## config.mk

```make
export PLATFORM = sky130hd
export DESIGN_NAME = move_enable_decoder
export DESIGN_NICKNAME = d
export VERILOG_FILES = /design/src/rtl/move_enable_decoder.sv
export SDC_FILE = /design/constraint.sdc
export NUM_CORES = 1
export LEC_CHECK = 0
export BUFFER_PORTS_ARGS = -buffer_cell sky130_fd_sc_hd__buf_2
export CAP_MARGIN = 20
export CORE_MARGIN = 3
export CORE_UTILIZATION = 30
export CTS_CLUSTER_DIAMETER = 40
export DETAILED_ROUTE_END_ITERATION = 16
export HOLD_SLACK_MARGIN = 0.03
export PLACE_DENSITY_LB_ADDON = 0.15
export SYNTH_ARGS = -nofsm -noshare
export SYNTH_HDL_FRONTEND = slang
export SYNTH_SLANG_ARGS = --single-unit
```

## constraint.sdc

```tcl
create_clock -name i_clk -period 1.7 [get_ports i_clk]
set_input_delay 0.085 -clock i_clk [delete_from_list [all_inputs] [get_ports i_clk]]
set_output_delay 0.085 -clock i_clk [all_outputs]
set_load 0.02 [all_outputs]
```

## src/rtl/move_enable_decoder.sv

```systemverilog
// move_enable_decoder
// Registered cell-enable decoder for the tic-tac-toe board. Takes one move
// per handshake, validates range and occupancy, drives a one-hot write
// enable toward the cell storage and keeps the occupancy map.
//
// state | meaning
// IDLE  | ready for a move
// ISSUE | one-cycle result cycle (accept/reject pulse visible)
// FULL  | board full, waiting for clear or rst

module move_enable_decoder #(
    parameter int NUM_CELLS  = 9,
    parameter int SEL_W      = 4,
    parameter int PULSE_MODE = 1
) (
    input  logic                 i_clk,
    input  logic                 i_rst,
    input  logic                 i_clear,
    input  logic                 i_move_valid,
    input  logic [SEL_W-1:0]     i_move_sel,
    input  logic                 i_move_player,
    output logic                 o_move_ready,
    output logic [NUM_CELLS-1:0] o_cell_en,
    output logic                 o_cell_player,
    output logic                 o_move_accept,
    output logic                 o_move_reject,
    output logic [NUM_CELLS-1:0] o_occupied,
    output logic                 o_board_full
);

    typedef enum logic [1:0] {
        IDLE  = 2'd0,
        ISSUE = 2'd1,
        FULL  = 2'd2
    } state_t;

    state_t               r_state;
    logic [NUM_CELLS-1:0] r_cell_en;
    logic                 r_cell_player;
    logic                 r_move_accept;
    logic                 r_move_reject;
    logic [NUM_CELLS-1:0] r_occupied;
    logic                 r_board_full;

    logic [NUM_CELLS-1:0] w_sel_onehot;
    logic [NUM_CELLS-1:0] w_occ_next;
    logic                 w_legal;
    logic                 w_transfer;

    // Decode the requested index; out-of-range indices match no bit.
    always_comb begin
        w_sel_onehot = '0;
        for (int i = 0; i < NUM_CELLS; i++) begin
            w_sel_onehot[i] = (i_move_sel == SEL_W'(i));
        end
        w_legal    = (|w_sel_onehot) && !(|(w_sel_onehot & r_occupied));
        w_occ_next = r_occupied | w_sel_onehot;
    end

    assign o_move_ready = (r_state == IDLE) && !i_clear;
    assign w_transfer   = i_move_valid && o_move_ready;

    // Move FSM with registered result outputs and occupancy tracking.
    always_ff @(posedge i_clk) begin
        if (i_rst) begin
            r_state       <= IDLE;
            r_cell_en     <= '0;
            r_cell_player <= 1'b0;
            r_move_accept <= 1'b0;
            r_move_reject <= 1'b0;
            r_occupied    <= '0;
            r_board_full  <= 1'b0;
        end else if (i_clear) begin
            r_state       <= IDLE;
            r_cell_en     <= '0;
            r_move_accept <= 1'b0;
            r_move_reject <= 1'b0;
            r_occupied    <= '0;
            r_board_full  <= 1'b0;
        end else begin
            case (r_state)
                IDLE: begin
                    if (w_transfer) begin
                        r_state <= ISSUE;
                        if (w_legal) begin
                            r_cell_en     <= w_sel_onehot;
                            r_cell_player <= i_move_player;
                            r_occupied    <= w_occ_next;
                            r_board_full  <= &w_occ_next;
                            r_move_accept <= 1'b1;
                        end else begin
                            r_move_reject <= 1'b1;
                            if (PULSE_MODE != 0) begin
                                r_cell_en <= '0;
                            end
                        end
                    end
                end
                ISSUE: begin
                    r_move_accept <= 1'b0;
                    r_move_reject <= 1'b0;
                    if (PULSE_MODE != 0) begin
                        r_cell_en <= '0;
                    end
                    r_state <= r_board_full ? FULL : IDLE;
                end
                FULL: begin
                    r_state <= FULL;
                end
                default: begin
                    r_state <= IDLE;
                end
            endcase
        end
    end

    assign o_cell_en     = r_cell_en;
    assign o_cell_player = r_cell_player;
    assign o_move_accept = r_move_accept;
    assign o_move_reject = r_move_reject;
    assign o_occupied    = r_occupied;
    assign o_board_full  = r_board_full;

endmodule

```

# Yosys cells after proc, flatten, opt, wreduce, memory -nomap -nowiden
# Cells that the tools add are included.
# op_classes
addsub,0
n_mul,0
div_mod_pow,0
n_lt_le_gt_ge,0
eq_ne,13
shifts,0
muxes,12
n_bitwise,3
reduce_logical,17
# op_table
cell,count
$mux W9,2
$pmux W9 S2,1
$reduce_or A9 Y1,2
$eq A4 B3 Y1 const B,4
$and A9 B9 Y9,1
$or A9 B9 Y9,1
$reduce_and A3 Y1,3
$reduce_and A9 Y1,1
$eq A4 B2 Y1 const B,2
$ne A2 B2 Y1 const B,3
$pmux W2 S3,1
$eq A4 B1 Y1 const B,1
$eq A4 B4 Y1 const B,1
$logic_not A4 Y1,1
$mux W1,4
$mux W2,2
$pmux W1 S2,2
$reduce_and A4 Y1,1
$logic_and A1 B1 Y1,3
$eq A2 B1 Y1 const B,1
$eq A2 B2 Y1 const B,1
$logic_not A1 Y1,2
$logic_not A2 Y1,1
$reduce_and A2 Y1,1
other kinds (3),3
# word_totals
regBits,24
latch_bits,0
mem_bits_rw,0
romBits,0
inputBits,9
output_inout_bits,23
word_cells,52
memories,0

# Depth between registers and ports, before layout
# Gate-level depths: netlist (run 1).
# depth
depth_word,8
ltp_mapped,7
mapped_depth_nobuf,5

# Worst setup path before layout (run 1)
# Ideal clock, no wire load.
# synth_path
path_type,reg2reg
startpoint,register r_state[1]
endpoint,register r_occupied[1] (netlist: o_occupied[1])
setup_time_ns,0.070
t_arrival_ns,1.585
required_ns,1.630
setup_slack_ns,0.045
path_stages_with_launch,7
n_path_buf,2
period_less_slack_ns,1.655
path_cell_list,dfxtp_1 nor3_2 and2_1 clkbuf_1 clkbuf_1 nand3_1 a21oi_1
# synth_via
elab_chain_len,4
# synth_rtl
item,line_no,text
from (decl),37,state_t r_state;
from (signal assigned),105,r_state <= r_board_full ? FULL : IDLE;
$logic_not A2 Y1,60,assign o_move_ready = (r_state == IDLE) && !i_clear;
$logic_and A1 B1 Y1,60,
net o_move_ready,22,"output logic o_move_ready,"
$logic_and A1 B1 Y1,61,assign w_transfer = i_move_valid && o_move_ready;
$reduce_and A3 Y1 (no line),-,
to (signal assigned),88,r_occupied <= w_occ_next;
to (decl),42,logic [NUM_CELLS-1:0] r_occupied;
# The timed path passes the listed nets, and every way through them passes these cells.
# A chain may end at the register's enable or synchronous reset.

# Worst setup path in the final report (run 1)
# layout_path
startpoint,register r_occupied[5] (netlist: o_occupied[5])
endpoint,register r_occupied[7] (netlist: o_occupied[7])
# layout_via
elab_chain_len,5
# layout_rtl
item,line_no,text
$and A9 B9 Y9,56,w_legal = (|w_sel_onehot) && !(|(w_sel_onehot & r_occupied));
$reduce_or A9 Y1,56,
$logic_not A1 Y1,56,
$logic_and A1 B1 Y1,56,
$reduce_and A3 Y1 (no line),-,
# Every way passes these cells.

==> flow_metrics.py, run 1 <==
metrics = {
    "setup_path": {
        "ff2ff_setup_slack_ns": 0.16,
        "criticalPathCategory": "register to register",
        "r2r_start": "o_occupied[5]",
        "worstPathMaxFanout": 5,
        "reg2regPathDepth": 5,
        "cp-start-kind": "register",
        "timing.critical_path.to_type": "register",
        "rr_endpoint": "o_occupied[7]",
        "crit_required_ns": 1.91,
        "cp.arrival_ns": 1.74,
    },
    "routing": {
        "met3_length_um": 175,
        "wl_per_cell_um": 14.20,
        "vias_per_cell": 5.068,
        "top_layer_used": "met4",
        "wirelength_mm": 3.124,
        "remaining_drc_errors": 0,
        "dr.pass1.iters": 4,
        "drt-initial-drc-count": 31,
        "wl_met2_mm": 1.454,
        "wl_met1_mm": 1.415,
        "vias": 1115,
        "ant_nets": 0,
    },
    "synthesis": {
        "netlist_area_mm2": 0.001175,
        "synth_edf_count": 0,
        "synth_ff_type": "dfxtp_1",
        "synthDistinctLibCells": 39,
        "synth.area.top_cells": "dfxtp_1 (41%), a21oi_1 (8.9%), buf_6 (4.8%)",
        "async_flop_share": 0,
        "ys_seq_area_frac": 0.4089,
        "syn_inst": 138,
        "synth_seq_cells": 24,
        "ys_warn_count": 0,
        "synth_top_area_frac": 0.4089,
        "synth_top_area_cell": "dfxtp_1",
        "avgSynthCellArea_um2": 8.514,
        "synthesis.nets": 147,
    },
    "placement": {
        "gp_congestion": 0.8577,
        "dp_hpwl_mm": 2.410,
        "portBuffers": 31,
    },
    "clocking": {
        "root_buffer": "clkbuf_8",
        "clkSinkCount": 24,
        "htree_levels": 1,
        "clk_latency_ns": 0.28,
        "numCtsBuffers": 3,
        "cts.path.max_buffers": 2,
        "cts_tree": "done",
        "clk_pin_slew_ns": 0.09,
    },
    "grt": {
        "grt_pass1_wl_mm": 5.244,
        "grt_overflow_total": 0,
        "antenna_found_initial": 0,
        "grt_start_max_net_pins": 15,
        "grt_use_total": 0.1533,
        "grt_pass1_vias": 1083,
    },
    "power": {
        "power_frac_comb": 0.099,
        "ir_drop_v": 0.0003326,
        "p_total_w": 0.001200,
        "power_frac_seq": 0.473,
        "power.density_mw_per_mm2": 824.2,
        "p_int_w": 0.0009240,
        "leakage_nw": 0.5624,
        "clkPwrFrac": 0.428,
        "p_switching_w": 0.0002764,
        "power_switching_share": 0.2303,
    },
    "cells_and_area": {
        "layout-drive-gt1-share": 0.3140,
        "layout_common_cells": "buf_2 (31), dfxtp_1 (24), a21oi_1 (21)",
        "finalNetCount": 182,
        "diodes": 0,
        "final_common_cell": "buf_2",
        "area_growth_syn_to_layout_pct": 23.96,
        "multi_input_area_um2": 589.3,
        "seqCellArea_um2": 480.5,
        "fill_cells": 409,
    },
    "sta": {
        "max_slew_margin": 0.7148,
        "period_share": 0.9038,
        "period_needed_ns": 1.536,
        "fin_skew_ns": 0.004381,
        "slew_viol_final": 0,
        "fmax_ghz": 0.6508,
        "final_hold_viol_count": 0,
        "worst_slew_pin_slew_ns": 0.4219,
        "rsz0062_at_grt": "false",
        "finalSetupTns_ns": 0,
        "setup_violations": 0,
    },
    "floorplanning": {
        "die_h_um": 68.58,
        "fp.dieW_um": 68.58,
        "io_pins": 32,
        "core-area_mm2": 0.003716,
        "die_area_mm2": 0.004703,
        "rows": 22,
        "start_util": 0.3162,
    },
    "hold_path": {
        "hold_path.class": "primary input to register",
        "worstHoldStart": "i_move_player",
        "whs_endpoint": "o_cell_player",
        "hold_depth": 3,
    },
    "status": {
        "outcome": "finished clean",
    },
    "run": {
        "maxCapViolCount": 0,
    },
}
cell usage after synthesis, types with 2 or more instances:
| cell | n |
|---|---|
| inv_1 | 8 |
| a21oi_1 | 21 |
| clkbuf_1 | 4 |
| nor3b_1 | 2 |
| o21ai_0 | 7 |
| a22oi_1 | 2 |
| nor2_1 | 9 |
| or3b_1 | 2 |
| buf_6 | 5 |
| nand4_1 | 2 |
| mux2i_1 | 2 |
| nor3_1 | 3 |
| nand3_1 | 9 |
| dfxtp_1 | 24 |
| nand2_1 | 14 |
state kept, by name (all words and copies together) (netlist names):
| register | cells |
|---|---|
| o_cell_en | 9 |
| o_move_accept | 1 |
| o_cell_player | 1 |
| r_state | 2 |
| o_occupied | 9 |
| o_move_reject | 1 |
| o_board_full | 1 |
critical path, stage by stage, from the launching register on:
cell     delay (ns)
dfxtp_1        0.36
mux2i_1        0.17
o32a_1         0.20
nand4_2        0.15
or4_4          0.45
a21oi_1        0.15
final cells by class:
| class | count | area share |
|---|---|---|
| well taps | 48 | 0.04124 |
| clock buffers | 3 | 0.02835 |
| clock inverters | 1 | 0.02062 |
| inverters | 8 | 0.02062 |
| repair buffers | 40 | 0.1546 |
| flip-flops and latches | 24 | 0.3299 |
| multi-input cells | 96 | 0.4046 |
repair_timing:
action	in CTS	in global routing
hold buffers	1	0
resized for setup	0	1
endpoints found under the setup margin	0	1
buffers inserted	0	1
hold endpoints to repair	2	0
per-layer routing:
layer / GRT usage / vias to the layer above
met5: 0 / -
met3: 0.03079 / 7
met1: 0.1909 / 527
li1: - / 556
met2: 0.2491 / 25
met4: 0.07692 / 0
power groups by stage:
stage	registers [W]	logic [W]	clock network, W
after floorplan	0.000585	0.0000844	0
after global placement	0.000582	0.000113	0
after detailed placement	0.000582	0.000115	0
after CTS	0.000569	0.000117	0.000531
after global routing	0.000569	0.000132	0.000552
final	0.000568	0.000119	0.000513
how the worst max path moves through the flow:
stage | cells past startpoint | slack [ns] | start | endpoint
finish | 5 | 0.16 | o_occupied[5] | o_occupied[7]
global route | 5 | 0.01 | o_occupied[5] | o_occupied[7]
CTS | 4 | 0.06 | o_occupied[8] | o_occupied[7]
global placement | 4 | 0.17 | o_occupied[8] | o_occupied[7]
detailed placement | 4 | 0.09 | o_occupied[8] | o_occupied[7]
floorplan | 6 | 0.04 | r_state[1] | o_occupied[1]
logic make-up (layout without fill, tap and decap cells):
kind of cell,count (synthesis),after routing,share of synthesized area
simple gates,56,56,0.2769
compound gates,38,38,0.2045
flops,24,24,0.4089
buf+inv,18,52,0.09265
mux,2,2,0.01704
per-stage QoR:
step                utilization  hold slack, ns  cell area (um2)  cells  setup slack, ns
global route             0.3919         0.05650             1456    220          0.01494
global placement         0.3670          0.2940             1364    214           0.1713
detailed placement       0.3670          0.2896             1364    214          0.08577
floorplan                     -          0.1541             1175    138          0.04473
finish                   0.3919         0.05709             1456    220           0.1635
CTS                      0.3889         0.05468             1445    219          0.06373
Power figures use the tool's default switching activity.
==> inputs of run 2 (changes only) <==
--- a/config.mk
+++ b/config.mk
@@ -12,6 +12,7 @@
 export CTS_CLUSTER_DIAMETER = 40
 export DETAILED_ROUTE_END_ITERATION = 16
 export HOLD_SLACK_MARGIN = 0.03
+export MAX_ROUTING_LAYER = met4
 export PLACE_DENSITY_LB_ADDON = 0.15
 export SYNTH_ARGS = -nofsm -noshare
 export SYNTH_HDL_FRONTEND = slang
==> constraint.sdc (replaced) <==
create_clock -name i_clk -period 1.8 [get_ports i_clk]
set_input_delay 0.09 -clock i_clk [delete_from_list [all_inputs] [get_ports i_clk]]
set_output_delay 0.09 -clock i_clk [all_outputs]
set_load 0.02 [all_outputs]
==> flow_metrics.py, run 2 (synthesized netlist as in run 1, its figures left out) <==
metrics = {
    "status": {
        "outcome": "finished clean",
    },
    "floorplanning": {
        "die_h_um": 68.58,
        "die_area_mm2": 0.004703,
        "fp.dieW_um": 68.58,
        "start_util": 0.3162,
        "core-area_mm2": 0.003716,
        "io_pins": 32,
        "rows": 22,
    },
    "placement": {
        "pre_cts_slack_ns": 0.1406,
        "dp.cells": 212,
        "portBuffers": 31,
        "gp_congestion": 0.9823,
        "dp_hpwl_mm": 2.348,
    },
    "routing": {
        "met3_length_um": 126,
        "wl_per_cell_um": 14.04,
        "wl_met2_mm": 1.525,
        "ant_nets": 0,
        "vias_per_cell": 5.000,
        "remaining_drc_errors": 0,
        "vias": 1085,
        "top_layer_used": "met4",
        "dr.pass1.iters": 4,
        "drt-initial-drc-count": 30,
        "wirelength_mm": 3.046,
        "wl_met1_mm": 1.330,
    },
    "clocking": {
        "numCtsBuffers": 3,
        "clk_latency_ns": 0.27,
        "post_cts_buffers": 0,
        "cts.path.max_buffers": 2,
        "htree_levels": 1,
        "clk_pin_slew_ns": 0.09,
        "root_buffer": "clkbuf_8",
        "clkSinkCount": 24,
        "cts_tree": "done",
    },
    "sta": {
        "final_hold_viol_count": 0,
        "slew_viol_final": 0,
        "fmax_ghz": 0.6034,
        "fin_skew_ns": 0.002790,
        "max_slew_margin": 0.6699,
        "period_needed_ns": 1.657,
        "worst_slew_pin_slew_ns": 0.4952,
        "finalSetupTns_ns": 0,
        "period_share": 0.9206,
        "rsz0062_at_grt": "false",
        "setup_violations": 0,
        "setup_slack_ns": 0.1428,
    },
    "power": {
        "ir_drop_v": 0.0003355,
        "power.density_mw_per_mm2": 784.2,
        "p_total_w": 0.001121,
        "leakage_nw": 0.5446,
    },
    "setup_path": {
        "cp_top_family": "simple AND/OR/NAND/NOR gates",
        "cp.arrival_ns": 1.87,
        "path_cells": "o41ai_4, nand4_2, or4_1, a21oi_1",
        "slowest_stage": "or4_1",
        "path_buf_inv": 0,
        "timing.critical_path.to_type": "register",
        "max_stage_delay_ns": 0.46,
        "criticalPathCategory": "register to register",
        "crit_required_ns": 2.01,
        "worstPathMaxFanout": 4,
        "cp-start-kind": "register",
    },
    "cells_and_area": {
        "diodes": 0,
        "layout-drive-gt1-share": 0.2959,
        "finalNetCount": 179,
        "layout_common_cells": "buf_2 (31), dfxtp_1 (24), a21oi_1 (21)",
        "fin_util": 0.3848,
        "final_common_cell": "buf_2",
        "finalNonFillerCells": 217,
        "area_growth_syn_to_layout_pct": 21.73,
    },
    "hold_path": {
        "hold_path.class": "primary input to register",
    },
    "grt": {
        "grt_pass1_vias": 1051,
        "antenna_found_initial": 0,
        "grt_use_total": 0.1452,
        "grt_pass1_wl_mm": 4.905,
        "grt_start_max_net_pins": 15,
        "grt_overflow_total": 0,
    },
    "run": {
        "maxCapViolCount": 0,
    },
}
-- run 2: power by group --
part	internal (W)	switching [W]	leakage, nW
combinational	0.0000363	0.0000693	0.315
sequential	0.000534	0.00000251	0.194
clock	0.000298	0.000181	0.0357
-- run 2: metal layers --
layer / vias to the layer above / global-route usage
met5: - / -
met3: 7 / 0.01945
met4: 0 / 0.06948
li1: 546 / -
met2: 29 / 0.2479
met1: 503 / 0.1668
-- run 2: final timing paths --
| path | cells past startpoint | slack, ns | start | to |
|---|---|---|---|---|
| worst max-delay path | 4 | 0.14 | o_occupied[8] | o_occupied[7] |
| worst min-delay path | 3 | 0.07 | i_move_player | o_cell_player |
| worst max register to register | 4 | 0.14 | o_occupied[8] | o_occupied[7] |
| worst min register to register | 2 | 0.45 | o_cell_en[0] | o_cell_en[0] |
-- run 2: cell type report --
class / instances / area, um2
multi-input combinational: 96 / 585.6
tap: 48 / 60.06
sequential: 24 / 480.5
timing repair buffer: 37 / 202.7
clock inverter: 1 / 30.03
clock buffer: 3 / 41.29
fill: 396 / 2286
inverter: 8 / 30.03
-- run 2: stage by stage --
step                      cell area, um2  hold slack (ns)
after global placement              1349           0.2933
after floorplan                     1175           0.1591
after detailed placement            1349           0.2995
after global routing                1430          0.08197
final                               1430          0.06801
after CTS                           1430          0.06787
-- run 2: repair_timing --
action / 4_1_cts / 5_1_grt
hold endpoints to repair: 2 / 0
hold buffers: 1 / 0
gates resized for setup: 0 / 0
-- run 2: tightest hold or removal path, stage by stage --
cell and delay (ns):
buf_2 0.10, nand3_1 0.05, a21oi_1 0.06
